$ cat config.mk
export PLATFORM = sky130hd
export DESIGN_NAME = tdm_demultiplexer_flat
export DESIGN_NICKNAME = d
export VERILOG_FILES = /design/src/rtl/tdm_demultiplexer_if.sv /design/src/rtl/tdm_demultiplexer.sv /design/src/flat_wrapper.sv
export SDC_FILE = /design/constraint.sdc
export NUM_CORES = 1
export LEC_CHECK = 0
export ABC_CLOCK_PERIOD_IN_PS = 2400
export CORE_ASPECT_RATIO = 0.5
export CORE_MARGIN = 5
export CORE_UTILIZATION = 47
export DETAILED_ROUTE_END_ITERATION = 12
export GPL_ROUTABILITY_DRIVEN = 0
export GPL_TIMING_DRIVEN = 0
export PLACE_DENSITY = 0.78
export SLEW_MARGIN = 20
export SYNTH_ARGS = -nofsm -noshare
export SYNTH_HDL_FRONTEND = slang
export SYNTH_SLANG_ARGS = --single-unit
$ cat constraint.sdc
create_clock -name clk -period 2.4 [get_ports clk]
set_input_delay 0.48 -clock clk [delete_from_list [all_inputs] [get_ports clk]]
set_output_delay 0.48 -clock clk [all_outputs]
set_load 0.03 [all_outputs]
$ cat src/rtl/tdm_demultiplexer_if.sv
// Serial TDM stream in, per-channel parallel words and framing status out.
// The master side feeds the stream; the slave side is the demultiplexer.
interface tdm_demultiplexer_if #(
  parameter int unsigned CHANNELS = 2,
  parameter int unsigned WIDTH    = 8
);

  logic                         din;
  logic                         din_valid;
  logic                         sync;
  logic [CHANNELS*WIDTH-1:0]    ch_data;
  logic [CHANNELS-1:0]          ch_valid;
  logic                         frame_done;
  logic                         sync_err;
  logic                         locked;

  modport master (
    output din,
    output din_valid,
    output sync,
    input  ch_data,
    input  ch_valid,
    input  frame_done,
    input  sync_err,
    input  locked
  );

  modport slave (
    input  din,
    input  din_valid,
    input  sync,
    output ch_data,
    output ch_valid,
    output frame_done,
    output sync_err,
    output locked
  );

endinterface

$ cat src/rtl/tdm_demultiplexer.sv
// Time-division demultiplexer: locks to a frame marker on a serial stream and
// scatters each WIDTH-bit slot into its channel's output register.
module tdm_demultiplexer #(
  parameter int unsigned CHANNELS = 2,
  parameter int unsigned WIDTH    = 8
) (
  input  logic                 clk,
  input  logic                 rst,
  tdm_demultiplexer_if.slave   bus
);

  localparam int unsigned BitCntW = (WIDTH > 1) ? $clog2(WIDTH) : 1;
  localparam int unsigned ChCntW  = (CHANNELS > 1) ? $clog2(CHANNELS) : 1;

  typedef enum logic [0:0] {
    StHunt,
    StRecv
  } state_e;

  state_e                      state_q, state_d;
  logic [WIDTH-2:0]            shift_q, shift_d;
  logic [BitCntW-1:0]          bit_cnt_q, bit_cnt_d;
  logic [ChCntW-1:0]           ch_cnt_q, ch_cnt_d;
  logic [CHANNELS*WIDTH-1:0]   ch_data_q, ch_data_d;
  logic [CHANNELS-1:0]         ch_valid_q, ch_valid_d;
  logic                        frame_done_q, frame_done_d;
  logic                        sync_err_q, sync_err_d;

  logic [WIDTH-1:0]            shift_ext;
  logic                        at_boundary;
  logic                        last_bit;
  logic                        last_ch;

  // Incoming bit appended below the held bits; on the last bit this is the full slot.
  assign shift_ext   = {shift_q, bus.din};
  assign at_boundary = (bit_cnt_q == '0) && (ch_cnt_q == '0);
  assign last_bit    = (bit_cnt_q == BitCntW'(WIDTH - 1));
  assign last_ch     = (ch_cnt_q == ChCntW'(CHANNELS - 1));

  always_ff @(posedge clk) begin
    if (rst) begin
      state_q      <= StHunt;
      shift_q      <= '0;
      bit_cnt_q    <= '0;
      ch_cnt_q     <= '0;
      ch_data_q    <= '0;
      ch_valid_q   <= '0;
      frame_done_q <= 1'b0;
      sync_err_q   <= 1'b0;
    end else begin
      state_q      <= state_d;
      shift_q      <= shift_d;
      bit_cnt_q    <= bit_cnt_d;
      ch_cnt_q     <= ch_cnt_d;
      ch_data_q    <= ch_data_d;
      ch_valid_q   <= ch_valid_d;
      frame_done_q <= frame_done_d;
      sync_err_q   <= sync_err_d;
    end
  end

  always_comb begin
    state_d      = state_q;
    shift_d      = shift_q;
    bit_cnt_d    = bit_cnt_q;
    ch_cnt_d     = ch_cnt_q;
    ch_data_d    = ch_data_q;
    ch_valid_d   = '0;
    frame_done_d = 1'b0;
    sync_err_d   = 1'b0;

    if (bus.din_valid) begin
      unique case (state_q)
        StHunt: begin
          if (bus.sync) begin
            state_d   = StRecv;
            shift_d   = shift_ext[WIDTH-2:0];
            bit_cnt_d = BitCntW'(1);
            ch_cnt_d  = '0;
          end
        end

        StRecv: begin
          if (bus.sync && !at_boundary) begin
            // Early marker: drop the partial slot and restart the frame on this bit.
            sync_err_d = 1'b1;
            shift_d    = shift_ext[WIDTH-2:0];
            bit_cnt_d  = BitCntW'(1);
            ch_cnt_d   = '0;
          end else if (!bus.sync && at_boundary) begin
            sync_err_d = 1'b1;
            state_d    = StHunt;
          end else begin
            shift_d = shift_ext[WIDTH-2:0];
            if (last_bit) begin
              bit_cnt_d                                  = '0;
              ch_data_d[int'(ch_cnt_q) * WIDTH +: WIDTH] = shift_ext;
              ch_valid_d[ch_cnt_q]                       = 1'b1;
              if (last_ch) begin
                ch_cnt_d     = '0;
                frame_done_d = 1'b1;
              end else begin
                ch_cnt_d = ch_cnt_q + ChCntW'(1);
              end
            end else begin
              bit_cnt_d = bit_cnt_q + BitCntW'(1);
            end
          end
        end

        default: state_d = StHunt;
      endcase
    end
  end

  always_comb begin
    bus.ch_data    = ch_data_q;
    bus.ch_valid   = ch_valid_q;
    bus.frame_done = frame_done_q;
    bus.sync_err   = sync_err_q;
    bus.locked     = (state_q == StRecv);
  end

endmodule

$ cat src/flat_wrapper.sv
// flat-port wrapper written by rule: the top's interface ports become plain ports
module tdm_demultiplexer_flat 
#(
  parameter int unsigned CHANNELS = 2,
  parameter int unsigned WIDTH    = 8
)
  (clk, rst, bus_din, bus_din_valid, bus_sync, bus_ch_data, bus_ch_valid, bus_frame_done, bus_sync_err, bus_locked);
  tdm_demultiplexer_if #(.CHANNELS(CHANNELS), .WIDTH(WIDTH)) bus_i ();
  input  logic clk;
  input  logic rst;
  input wire logic [$bits(bus_i.din)-1:0] bus_din;
  input wire logic [$bits(bus_i.din_valid)-1:0] bus_din_valid;
  input wire logic [$bits(bus_i.sync)-1:0] bus_sync;
  output wire logic [$bits(bus_i.ch_data)-1:0] bus_ch_data;
  output wire logic [$bits(bus_i.ch_valid)-1:0] bus_ch_valid;
  output wire logic [$bits(bus_i.frame_done)-1:0] bus_frame_done;
  output wire logic [$bits(bus_i.sync_err)-1:0] bus_sync_err;
  output wire logic [$bits(bus_i.locked)-1:0] bus_locked;
  assign bus_i.din = bus_din;
  assign bus_i.din_valid = bus_din_valid;
  assign bus_i.sync = bus_sync;
  assign bus_ch_data = bus_i.ch_data;
  assign bus_ch_valid = bus_i.ch_valid;
  assign bus_frame_done = bus_i.frame_done;
  assign bus_sync_err = bus_i.sync_err;
  assign bus_locked = bus_i.locked;
  tdm_demultiplexer #(.CHANNELS(CHANNELS), .WIDTH(WIDTH)) u_core (.clk(clk), .rst(rst), .bus(bus_i));
endmodule
Word level (Yosys, flattened, before mapping)
Index checks and enable logic that the tools add are counted.

operators by class
  divide/modulo/power cells = 0
  order comparisons = 2
  bitwise operators = 6
  multiply operators = 0
  mux-type cells = 25
  reductions and logical operators = 12
  shift-type cells = 2
  add/sub/neg operators = 3
  equal/unequal tests = 4

operator list
  cell                                                                          number
  4-bit negator with 34-bit output                                              1
  8-bit by 34-bit variable shift with 16-bit output, first input constant       1
  8-bit by 34-bit indexed part select with 16-bit output                        1
  7-bit 2-to-1 mux                                                              3
  16-bit bitwise mux                                                            1
  7-bit case mux with 2 select lines                                            1
  1-bit 2-to-1 mux                                                              12
  3-bit 2-to-1 mux                                                              4
  3-bit inequality test, second input constant                                  2
  1-bit inverter                                                                6
  3-bit case mux with 2 select lines                                            1
  6-bit OR reduction                                                            1
  5-bit AND reduction                                                           1
  1-bit logical AND                                                             4
  1-bit case mux with 2 select lines                                            2
  4-bit AND reduction                                                           1
  3-bit by 1-bit adder with 3-bit output, second input constant                 1
  3-bit == test, second input constant                                          1
  3-bit logical NOT                                                             1
  3-bit AND reduction                                                           1
  3-bit OR reduction                                                            1
  1-bit logical NOT                                                             2
  1-bit by 2-bit less-than comparator with 1-bit output, second input constant  1
  2-bit inequality test, second input constant                                  1
  3 further kinds                                                               3

word-level totals
  bits in writable memories = 0
  bits in read-only memories = 0
  word-level logic and storage cells = 62
  output and inout port bits = 21
  input port bits = 5
  latch bits = 0
  register bits after elaboration = 32
  memories = 0

Logic depth before layout (Yosys ltp)
Gate-level depths: netlist of run 1.

  depth after elaboration = 6
  gate-level depth with buffers = 10
  gate-level depth less buffers = 9

Worst setup path before layout of run 1
No wires, ideal clock.

  kind = flip-flop to flip-flop
  start point = register u_core.bit_cnt_q[0]
  end point = register u_core.ch_data_q[1], in the netlist u_core.bus.ch_data[1]
  library setup time = 0.128 ns
  path slack = 0.664 ns
  data required time = 2.272 ns
  clock period less this slack = 1.736 ns
  stages on the path, launching flop included = 11
  path buffers = 1
  arrival = 1.608 ns
  cells stage by stage = dfxtp_1 > inv_1 > ha_1 > nand2_1 > inv_1 > ha_1 > and3_1 > and3b_1 > buf_6 > mux2i_1 > nor2_1

between the ends
  word-level cells in the longest chain between the ends = 6
  elaborated cells on any way between the ends = 9
  classes of those cells = eq/ne: 1; bitwise: 2; reduce/logical: 6

RTL lines
  what                                      line                     text
  start, declared                           tdm_demultiplexer.sv:22  logic [BitCntW-1:0] bit_cnt_q, bit_cnt_d;
  start signal, assigned                    tdm_demultiplexer.sv:53  bit_cnt_q <= bit_cnt_d;
  3-bit logical NOT                         tdm_demultiplexer.sv:36  assign at_boundary = (bit_cnt_q == '0) && (ch_cnt_q == '0);
  1-bit logical AND                         tdm_demultiplexer.sv:36
  1-bit logical NOT                         tdm_demultiplexer.sv:84  if (bus.sync && !at_boundary) begin
  1-bit logical AND                         tdm_demultiplexer.sv:84
  1-bit inverter (no source line)           n/a
  5-bit AND reduction (no source line) (*)  n/a
  end signal, assigned                      tdm_demultiplexer.sv:55  ch_data_q <= ch_data_d;
  end, declared                             tdm_demultiplexer.sv:24  logic [CHANNELS*WIDTH-1:0] ch_data_q, ch_data_d;

Mark *: on every way between the ends. The rest lies on a longest branch, timed or not.
A chain may end at the register's enable or synchronous reset.

Final worst setup path of run 1
  start point = input port bus_sync
  end point = register u_core.ch_data_q[6], in the netlist u_core.bus.ch_data[6]

between the ends
  word-level cells in the longest chain between the ends = 4
  elaborated cells on any way between the ends = 6
  classes of those cells = bitwise: 2; reduce/logical: 4

RTL lines
  what                                      line                     text
  start, declared                           flat_wrapper.sv:13       input wire logic [$bits(bus_i.sync)-1:0] bus_sync;
  1-bit logical NOT                         tdm_demultiplexer.sv:90  end else if (!bus.sync && at_boundary) begin
  1-bit logical AND                         tdm_demultiplexer.sv:90
  1-bit inverter (no source line)           n/a
  5-bit AND reduction (no source line) (*)  n/a

Marks and branches as above.

==> flow_summary_export.csv, run 1 <==
group,metric,value,unit
status,status,"finished, final reports clean",
setup_path,cp_slowest_stage_delay,0.50,ns
clock_network,cts.repair_timing.setup_buffer_count,0,
power_and_ir_drop,vdd_drop_max,0.310,mV
setup_path,worstPathMaxFanout,9,
placement,dp_hpwl,1610,um
layout,post-route-util,64.3,%
power_and_ir_drop,cellPowerDensity,669,nW/um^2
synth,ys_ff_latch,31,
synth,syn_inst,130,
synth,yosys.area.top_type,"dfxtp_1",
setup_path,cp_top_family,"buffers and inverters",
synth,syn_area_per_cell,9.45,um^2
global_route,number_of_antenna_violations_at_the_first_check_in_global_routing,0,
sta,setup_viol,0,
clock_network,bufs_on_longest_clock_path,2,
placement,pre_cts_ws,0.175,ns
setup_path,start_kind,"input pin",
power_and_ir_drop,share_clk_of_total_power,47.4,%
route,routed_wire_length_per_instance,12.1,um
synth,number_of_enable_type_register_cells_in_the_synthesized_netlist,0,
synth,synth_area,1230,um^2
synth,seq_area_frac_synth,50.5,%
floorplanning,design.core.area,2550,um^2
setup_path,crit_path_top_delay_cell,"clkdlybuf4s50_1",
sta,post-route-worst-setup-slack,0.461,ns
power_and_ir_drop,leakage,0.605,nW
sta,final_period_minus_worst_setup_slack,1.94,ns
placement,count_of_buffers_from_port_buffering,25,
layout,share_of_final_layout_standard_cells_stronger_than_drive_strength_1,8.59,%
route,via_count,959,
layout,antenna_cells,0,
clock_network,tritoncts_clock_tree,"done",
sta,finalHoldViolCount,0,
clock_network,clkLatencyLatePin,0.27,ns
floorplanning,placementRows,13,
route,drt_drc_violations_left,0,
sta,grt_setup_unrepaired,"no",
placement,placement_cell_area,1530,um^2
setup_path,endpoint_kind,"register",
sta,finalCritPeriodShare,80.8,%
global_route,first_global_vias,918,
setup_path,critPathKind,"input pin to register",
clock_network,clock-sinks,31,
route,first_iter_violations,22,
power_and_ir_drop,power_frac_comb,5.0,%
global_route,grt_first_pass_wirelength,4220,um
floorplanning,die_h,46.2,um
route,totalWireLength,2430,um
setup_path,ff2ff_setup_slack,0.49,ns
sta,finalClockSkew,0.00270,ns
clock_network,cts.clk_slew.worst_paths,0.06,ns
sta,tightestPinTransition,0.479,ns
synth,yosys.cell_count.top_type,"dfxtp_1",
clock_network,cts-hold-fix-buffers,0,
power_and_ir_drop,swShare,20.3,%
route,detailedRoute.firstPassIterationCount,4,
floorplanning,floorplan.initialDensity,48.1,%
sta,tns,0,ns
clock_network,cts-buffers-inserted,5,
sta,max-slew-margin-rel,68.0,%
power_and_ir_drop,seq_power_share,47.6,%
sta,achievable-frequency,516,MHz
layout,area_growth_from_synthesis_to_layout,33.7,%
synth,area_contributors_post_synth,"dfxtp_1 (51%), mux2i_1 (13%), nand2_1 (5.5%)",
placement,placedCellCount,192,
floorplanning,dieWidth,82.3,um
power_and_ir_drop,cellInternalPower,0.876,mW
power_and_ir_drop,net-switching-power,0.224,mW
route,drt.antenna.violating_nets,0,
clock_network,clock-root-buffer,"clkbuf_8",
global_route,globalRoute.totalOverflow,0,
synth,async_flop_share,0,%
synth,ys_types,22,
synth,yosys_warnings,0,
synth,ys_dominant_reg_cell,"dfxtp_1",
global_route,grt_start_max_net_pins,11,
global_route,track_usage,15.2,%
layout,finalInstanceArea,1640,um^2
floorplanning,io-pin-count,26,
synth,yosys-top-cells-count,"dfxtp_1 (31), nand2_1 (18), nor2_1 (18), mux2i_1 (16), a21oi_1 (11)",
clock_network,cts_htree_levels,2,
clock_network,ctsResizeCount,0,
synth,mappedNetlistNets,140,
flow_run,drv.max_cap_violation_count,0,
synth,synthDominantCellAreaShare,50.5,%
layout,final_net_count,172,
layout,stdcell_count,200,
floorplanning,floorplan.die_area,3800,um^2
setup_path,timing.critical_path.required,2.55,ns
setup_path,arrival,2.09,ns
setup_path,crit_path_cell_trace,"clkdlybuf4s50_1 > inv_1 > ha_1 > and3_1 > and3b_1 > buf_6 > mux2i_1 > nor2_1",
sta,max_slew_violations,0,
route,drt-vias-per-instance,4.80,
hold_path,hold_class,"register to register",
setup_path,critical_path.n_buffers_inverters,3,
-- logic make-up (layout without fill, tap and decap cells) --
family          count (synthesis)  in the layout  synth area share (%)
compound gates                 16             16                  7.23
fa+ha+maj                       5              5                  5.09
mux                            16             16                  13.0
flops                          31             31                  50.5
simple gates                   50             50                  18.3
buf+inv                        12             45                  5.80
-- worst min-delay path, delay by kind of cell (launching register included) --
kind            cells  cell delay, ns
simple gates        1            0.06
compound gates      1            0.05
flops               1            0.32
-- power groups by stage --
stage | sequential (mW) | clock, mW | combinational (mW)
2_1_floorplan | 0.536 | 0 | 0.0317
3_3_place_gp | 0.534 | 0 | 0.0543
3_5_place_dp | 0.535 | 0 | 0.0556
4_1_cts | 0.523 | 0.534 | 0.0558
5_1_grt | 0.524 | 0.560 | 0.0623
6_report | 0.523 | 0.521 | 0.0555
-- state kept, by name (all words and copies together), names as in the netlist --
name and flops:
u_core.bit_cnt_q 3, u_core.bus.ch_data 16, u_core.bus.ch_valid 2, u_core.bus.locked 1, u_core.bus.sync_err 1, u_core.ch_cnt_q 1
u_core.shift_q 7
-- worst paths after layout --
check | startpoint | to | cells after the start
min | u_core.bit_cnt_q[2]$_SDFFE_PP0P_ | u_core.bit_cnt_q[2]$_SDFFE_PP0P_ | 2
min reg2reg | u_core.bit_cnt_q[2]$_SDFFE_PP0P_ | u_core.bit_cnt_q[2]$_SDFFE_PP0P_ | 2
max | bus_sync | u_core.bus.ch_data[6]$_SDFFE_PP0P_ | 8
max reg2reg | u_core.bit_cnt_q[0]$_SDFFE_PP0P_ | u_core.bus.ch_data[6]$_SDFFE_PP0P_ | 10
-- routing by layer --
layer	up-vias	routed length [um]	GRT usage, %
met5	-	0	0
met4	0	49	5.96
met3	6	74	5.47
met2	19	1090	23.6
met1	446	1220	19.3
li1	488	-	-
-- stage by stage --
stage	power, mW	hold WS (ns)
5_1_grt	1.15	0.518
2_1_floorplan	0.568	0.449
6_report	1.10	0.477
4_1_cts	1.11	0.477
3_3_place_gp	0.589	0.460
3_5_place_dp	0.590	0.468
-- layout make-up --
type | count | area [um^2]
Clock inverter | 2 | 35.0
Timing Repair Buffer | 25 | 250
Fill cell | 216 | 911
Tap cell | 37 | 46.3
Multi-Input combinational cell | 87 | 537
Buffer | 8 | 56.3
Inverter | 4 | 15.0
Clock buffer | 6 | 82.6
Sequential cell | 31 | 621
-- placed cells by master, fill, tap and decap left out --
cell type,n
buf_6,2
nand3_1,2
clkdlybuf4s50_1,25
o21ai_2,1
o21a_1,1
mux2i_1,16
and2b_1,1
nand2b_1,1
nor2_1,18
clkbuf_1,3
nor3_1,1
nor2b_1,5
and3b_1,1
nand2_1,18
dfxtp_1,31
bufinv_16,1
buf_4,3
nand4b_1,1
clkbuf_8,6
clkinv_2,1
and3_1,2
a21oi_1,11
o21ai_0,2
inv_1,4
ha_1,5
a211oi_1,1
No activity file was read; power rests on OpenSTA's default activity.
==> inputs of run 2 (changes only) <==
- ABC_CLOCK_PERIOD_IN_PS: 2400 -> 1600
- CORE_UTILIZATION: 47 -> 44
- PLACE_DENSITY: 0.78 -> 0.76
- clock period: 2.4 -> 1.6 ns (I/O delays scaled with it)
==> run 2 against run 1 <==
- the run now ends with negative setup slack left
- critical path depth grew 2
- largest cell class is now multi-input combinational cells
- highest routed layer unchanged
- cell area up 16%
- critical path type is now register to register
- via count up 9.5%
- largest power group is now clock
- critical endpoint is now u_core.bus.ch_data[7]$_SDFFE_PP0P_
- clock power increased by 54%
- final cell count rose by 6.0%
==> flow_summary_export.csv, run 2 (synthesized netlist as in run 1, its figures left out) <==
group,metric,value,unit
route,drt-vias-per-instance,4.95,
setup_path,ff2ff_setup_slack,-0.24,ns
layout,most_common_library_cell_in_the_layout_ignoring_fill_and_taps,"dfxtp_1",
clock_network,bufs_on_longest_clock_path,2,
sta,final_period_minus_worst_setup_slack,1.84,ns
sta,setup_viol,30,
sta,finalCritPeriodShare,115,%
sta,tightestPinTransition,0.593,ns
status,status,"complete, but fails checks",
placement,count_of_buffers_from_port_buffering,25,
layout,area_growth_from_synthesis_to_layout,55.7,%
sta,finalClockSkew,0.00683,ns
sta,finalHoldViolCount,0,
route,detailedRoute.firstPassIterationCount,4,
sta,max-slew-margin-rel,60.5,%
floorplanning,floorplan.initialDensity,46.6,%
layout,final_net_count,184,
clock_network,clock-root-buffer,"clkbuf_8",
clock_network,cts-hold-fix-buffers,0,
global_route,first_global_vias,952,
layout,final_cell_mix,"dfxtp_1 (29), dlygate4sd2_1 (19), nor2_1 (16), mux2i_1 (14), buf_6 (10)",
setup_path,arrival,2.00,ns
sta,grt_setup_unrepaired,"yes",
placement,dp_hpwl,1740,um
power_and_ir_drop,leakage,0.834,nW
status,violations,"negative setup slack",
clock_network,cts-buffers-inserted,5,
floorplanning,placementRows,13,
power_and_ir_drop,cellPowerDensity,911,nW/um^2
setup_path,worstPathMaxFanout,5,
layout,multi_input_area,703,um^2
route,routed_wire_length_per_instance,15.6,um
clock_network,clkLatencyLatePin,0.28,ns
route,drt.antenna.violating_nets,0,
layout,stdcell_count,212,
floorplanning,dieWidth,84.7,um
power_and_ir_drop,vdd_drop_max,0.612,mV
setup_path,timing.critical_path.required,1.76,ns
layout,antenna_cells,0,
flow_run,drv.max_cap_violation_count,0,
setup_path,endpoint_kind,"register",
sta,achievable-frequency,543,MHz
setup_path,start_kind,"register",
layout,number_of_flip_flops_in_the_largest_register,16,
layout,share_of_final_layout_standard_cells_stronger_than_drive_strength_1,36.6,%
global_route,track_usage,15.1,%
global_route,grt_start_max_net_pins,11,
clock_network,tritoncts_clock_tree,"done",
clock_network,clock-sinks,31,
clock_network,cts.clk_slew.worst_paths,0.07,ns
global_route,grt_first_pass_wirelength,4490,um
floorplanning,design.core.area,2640,um^2
global_route,globalRoute.totalOverflow,0,
sta,finalHoldWorstSlack,0.490,ns
route,first_iter_violations,41,
layout,fillers,187,
floorplanning,io-pin-count,26,
sta,post-route-worst-setup-slack,-0.241,ns
route,totalWireLength,3310,um
sta,tns,-4.32,ns
sta,max_slew_violations,0,
placement,placedCellCount,192,
layout,seq_area,623,um^2
global_route,number_of_antenna_violations_at_the_first_check_in_global_routing,0,
hold_path,hold_class,"register to register",
floorplanning,floorplan.die_area,4010,um^2
floorplanning,die_h,47.4,um
route,via_count,1050,
clock_network,cts_htree_levels,2,
setup_path,critPathKind,"register to register",
route,drt_drc_violations_left,0,
-- run 2: final timing paths --
kind,start,to,cells after the start
setup / recovery,u_core.bit_cnt_q[0]$_SDFFE_PP0P_,u_core.bus.ch_data[7]$_SDFFE_PP0P_,10
hold / removal,u_core.shift_q[6]$_SDFFE_PP0P_,u_core.shift_q[6]$_SDFFE_PP0P_,2
setup reg to reg,u_core.bit_cnt_q[0]$_SDFFE_PP0P_,u_core.bus.ch_data[7]$_SDFFE_PP0P_,10
hold reg to reg,u_core.shift_q[6]$_SDFFE_PP0P_,u_core.shift_q[6]$_SDFFE_PP0P_,2
-- run 2: routing by layer --
layer  wire length (um)  vias up  global-route usage [%]
li1                   -      514                       -
met1               1520      499                    18.0
met2               1580       31                    25.2
met3                157        6                    5.25
met4                 56        0                    7.57
met5                  0        -                       0
-- run 2: metrics by stage --
step / utilization (%) / setup WS (ns) / cell area [um^2] / power [mW]
5_1_grt: 72.6 / -0.326 / 1910 / 1.81
2_1_floorplan: - / -0.0821 / 1230 / 0.853
3_3_place_gp: 58.1 / -0.430 / 1530 / 0.885
6_report: 72.6 / -0.241 / 1910 / 1.74
4_1_cts: 64.2 / -0.192 / 1690 / 1.69
3_5_place_dp: 58.1 / -0.453 / 1530 / 0.886
-- run 2: cell type report --
type                            instances  area share (%)
Multi-Input combinational cell         87            36.8
Sequential cell                        31            32.6
Timing Repair Buffer                   37            18.0
Clock buffer                            6            4.32
Buffer                                  8            3.34
Tap cell                               37            2.42
Clock inverter                          2            1.83
Inverter                                4           0.785
-- run 2: power by group --
group,switching [mW],internal [mW]
Combinational,0.0825,0.0714
Sequential,0.00773,0.778
Clock,0.300,0.504
Total,0.390,1.35
-- run 2: what timing repair did --
item / 4_1_cts / 5_1_grt
setup buffers: 3 / 5
gates resized for setup: 27 / 48
pin swaps: 2 / 20
endpoints found under the setup margin: 49 / 31
cloned: 1 / 3
-- run 2: critical path: stages (launching register included) --
cell and delay [ns]:
dfxtp_2 0.34, inv_2 0.05, ha_4 0.16, nand2_4 0.05
inv_2 0.04, ha_4 0.26, and3_4 0.18, and3b_2 0.21
buf_6 0.15, mux2i_1 0.21, nor2_1 0.06
==> inputs of run 3 (changes only) <==
- HOLD_SLACK_MARGIN: not set -> 0.03
- RECOVER_POWER: not set -> 100
==> run 3 against run 2 <==
- the run still ends with negative setup slack left
- utilization is 0.33 points lower
- final cell count unchanged
- total power down 0.10%
- sequential power about the same
- register-to-register slack about the same
- clock power hardly changed
- fmax hardly changed
- worst setup slack hardly changed
- non-clock buffer count is the same
- worst hold slack worse by 0.00061 ns
- critical endpoint unchanged
- largest power group unchanged
==> flow_summary_export.csv, run 3 (synthesized netlist as in run 1, its figures left out) <==
group,metric,value,unit
status,status,"complete, but fails checks",
status,violations,"negative setup slack",
setup_path,start_kind,"register",
sta,post-route-worst-setup-slack,-0.241,ns
route,first_iter_violations,38,
floorplanning,design.core.area,2640,um^2
route,drt_drc_violations_left,0,
clock_network,tritoncts_clock_tree,"done",
sta,max-slew-margin-rel,61.1,%
sta,finalHoldViolCount,0,
placement,dp_hpwl,1740,um
sta,grt_setup_unrepaired,"yes",
sta,max_slew_violations,0,
global_route,globalRoute.totalOverflow,0,
floorplanning,dieWidth,84.7,um
layout,most_common_library_cell_in_the_layout_ignoring_fill_and_taps,"dfxtp_1",
clock_network,cts_htree_levels,2,
sta,finalCritPeriodShare,115,%
route,via_count,1073,
clock_network,clkLatencyLatePin,0.28,ns
layout,post-route-util,72.3,%
setup_path,critical_path.n_buffers_inverters,3,
setup_path,worstPathMaxFanout,5,
sta,tightestPinTransition,0.584,ns
setup_path,ff2ff_setup_slack,-0.24,ns
placement,placedCellCount,192,
route,drt-vias-per-instance,5.06,
clock_network,cts-hold-fix-buffers,0,
setup_path,crit_path_top_delay_cell,"dfxtp_2",
route,totalWireLength,3280,um
sta,finalClockSkew,0.00663,ns
setup_path,cp_top_family,"simple AND/OR/NAND/NOR gates",
floorplanning,io-pin-count,26,
route,drt.antenna.violating_nets,0,
clock_network,bufs_on_longest_clock_path,2,
global_route,track_usage,15.1,%
hold_path,hold_class,"register to register",
layout,antenna_cells,0,
flow_run,drv.max_cap_violation_count,0,
layout,number_of_flip_flops_in_the_largest_register,16,
floorplanning,die_h,47.4,um
setup_path,cp_slowest_stage_delay,0.34,ns
route,routed_wire_length_per_instance,15.5,um
global_route,grt_start_max_net_pins,11,
layout,share_of_final_layout_standard_cells_stronger_than_drive_strength_1,36.6,%
global_route,number_of_antenna_violations_at_the_first_check_in_global_routing,0,
placement,count_of_buffers_from_port_buffering,25,
sta,final_period_minus_worst_setup_slack,1.84,ns
setup_path,timing.critical_path.required,1.76,ns
setup_path,critPathKind,"register to register",
layout,final_net_count,184,
floorplanning,floorplan.initialDensity,46.6,%
sta,achievable-frequency,543,MHz
layout,final_cell_mix,"dfxtp_1 (29), dlygate4sd2_1 (19), nor2_1 (16), mux2i_1 (14), buf_6 (10)",
power_and_ir_drop,vdd_drop_max,0.611,mV
floorplanning,placementRows,13,
power_and_ir_drop,leakage,0.813,nW
clock_network,cts.clk_slew.worst_paths,0.07,ns
setup_path,endpoint_kind,"register",
route,detailedRoute.firstPassIterationCount,5,
sta,setup_viol,30,
global_route,grt_first_pass_wirelength,4490,um
clock_network,clock-sinks,31,
sta,finalHoldWorstSlack,0.489,ns
clock_network,clock-root-buffer,"clkbuf_8",
global_route,first_global_vias,952,
power_and_ir_drop,cellPowerDensity,915,nW/um^2
setup_path,arrival,2.00,ns
setup_path,crit_path_cell_trace,"inv_2 > ha_4 > nand2_4 > inv_2 > ha_4 > and3_4 > and3b_2 > buf_6 > mux2i_1 > nor2_1",
clock_network,cts-buffers-inserted,5,
floorplanning,floorplan.die_area,4010,um^2
power_and_ir_drop,report.power.total,1.74,mW
layout,area_growth_from_synthesis_to_layout,55.0,%
layout,stdcell_count,212,
-- run 3: cell count changes in the layout (fill, tap and decap cells not counted), sizes merged --
cell / before / now
dlymetal6s2s: 2 / 1
buf: 17 / 16
clkbuf: 9 / 11
-- run 3: final cells by class --
type	count	area (um^2)
Fill cell	187	731
Multi-Input combinational cell	87	703
Sequential cell	31	623
Timing Repair Buffer	37	335
Clock buffer	6	82.6
Buffer	8	63.8
Tap cell	37	46.3
Clock inverter	2	35.0
Inverter	4	15.0
-- run 3: timing repair --
action | 4_1_cts | 5_1_grt
pin swaps | 2 | 20
cloned | 1 | 3
resized for setup | 27 | 48
setup endpoints to repair | 49 | 31
buffers inserted | 3 | 5
-- run 3: power by group --
group / leakage (nW) / internal, mW / switching, mW
Sequential: 0.251 / 0.778 / 0.00780
Clock: 0.0612 / 0.504 / 0.298
Combinational: 0.500 / 0.0714 / 0.0822
Total: 0.813 / 1.35 / 0.389
-- run 3: worst reg2reg max path: cells and delay by family (launching register included) --
family        cells  cell delay [ns]
flops             1             0.34
mux               1             0.21
buf+inv           3             0.24
fa+ha+maj         2             0.42
simple gates      4             0.50
-- run 3: layer usage --
layer	GRT usage [%]	routed length [um]	part of all wire [%]
met5	0	0	0
met4	7.57	56	1.7
met2	25.2	1580	48
met3	5.25	209	6.4
met1	18.0	1440	44
-- run 3: per-stage QoR --
| step | TNS (ns) | cell area (um^2) | setup WS, ns |
|---|---|---|---|
| 2_1_floorplan | -1.14 | 1230 | -0.0821 |
| 4_1_cts | -2.63 | 1690 | -0.192 |
| 3_3_place_gp | -10.01 | 1530 | -0.430 |
| 5_1_grt | -6.52 | 1900 | -0.326 |
| 6_report | -4.32 | 1900 | -0.241 |
| 3_5_place_dp | -10.54 | 1530 | -0.453 |
-- run 3: final timing paths --
| check | start | to | cells after the start |
|---|---|---|---|
| worst max-delay path | u_core.bit_cnt_q[0]$_SDFFE_PP0P_ | u_core.bus.ch_data[7]$_SDFFE_PP0P_ | 10 |
| worst min-delay path | u_core.shift_q[6]$_SDFFE_PP0P_ | u_core.shift_q[6]$_SDFFE_PP0P_ | 2 |
| worst max register to register | u_core.bit_cnt_q[0]$_SDFFE_PP0P_ | u_core.bus.ch_data[7]$_SDFFE_PP0P_ | 10 |
| worst min register to register | u_core.shift_q[6]$_SDFFE_PP0P_ | u_core.shift_q[6]$_SDFFE_PP0P_ | 2 |
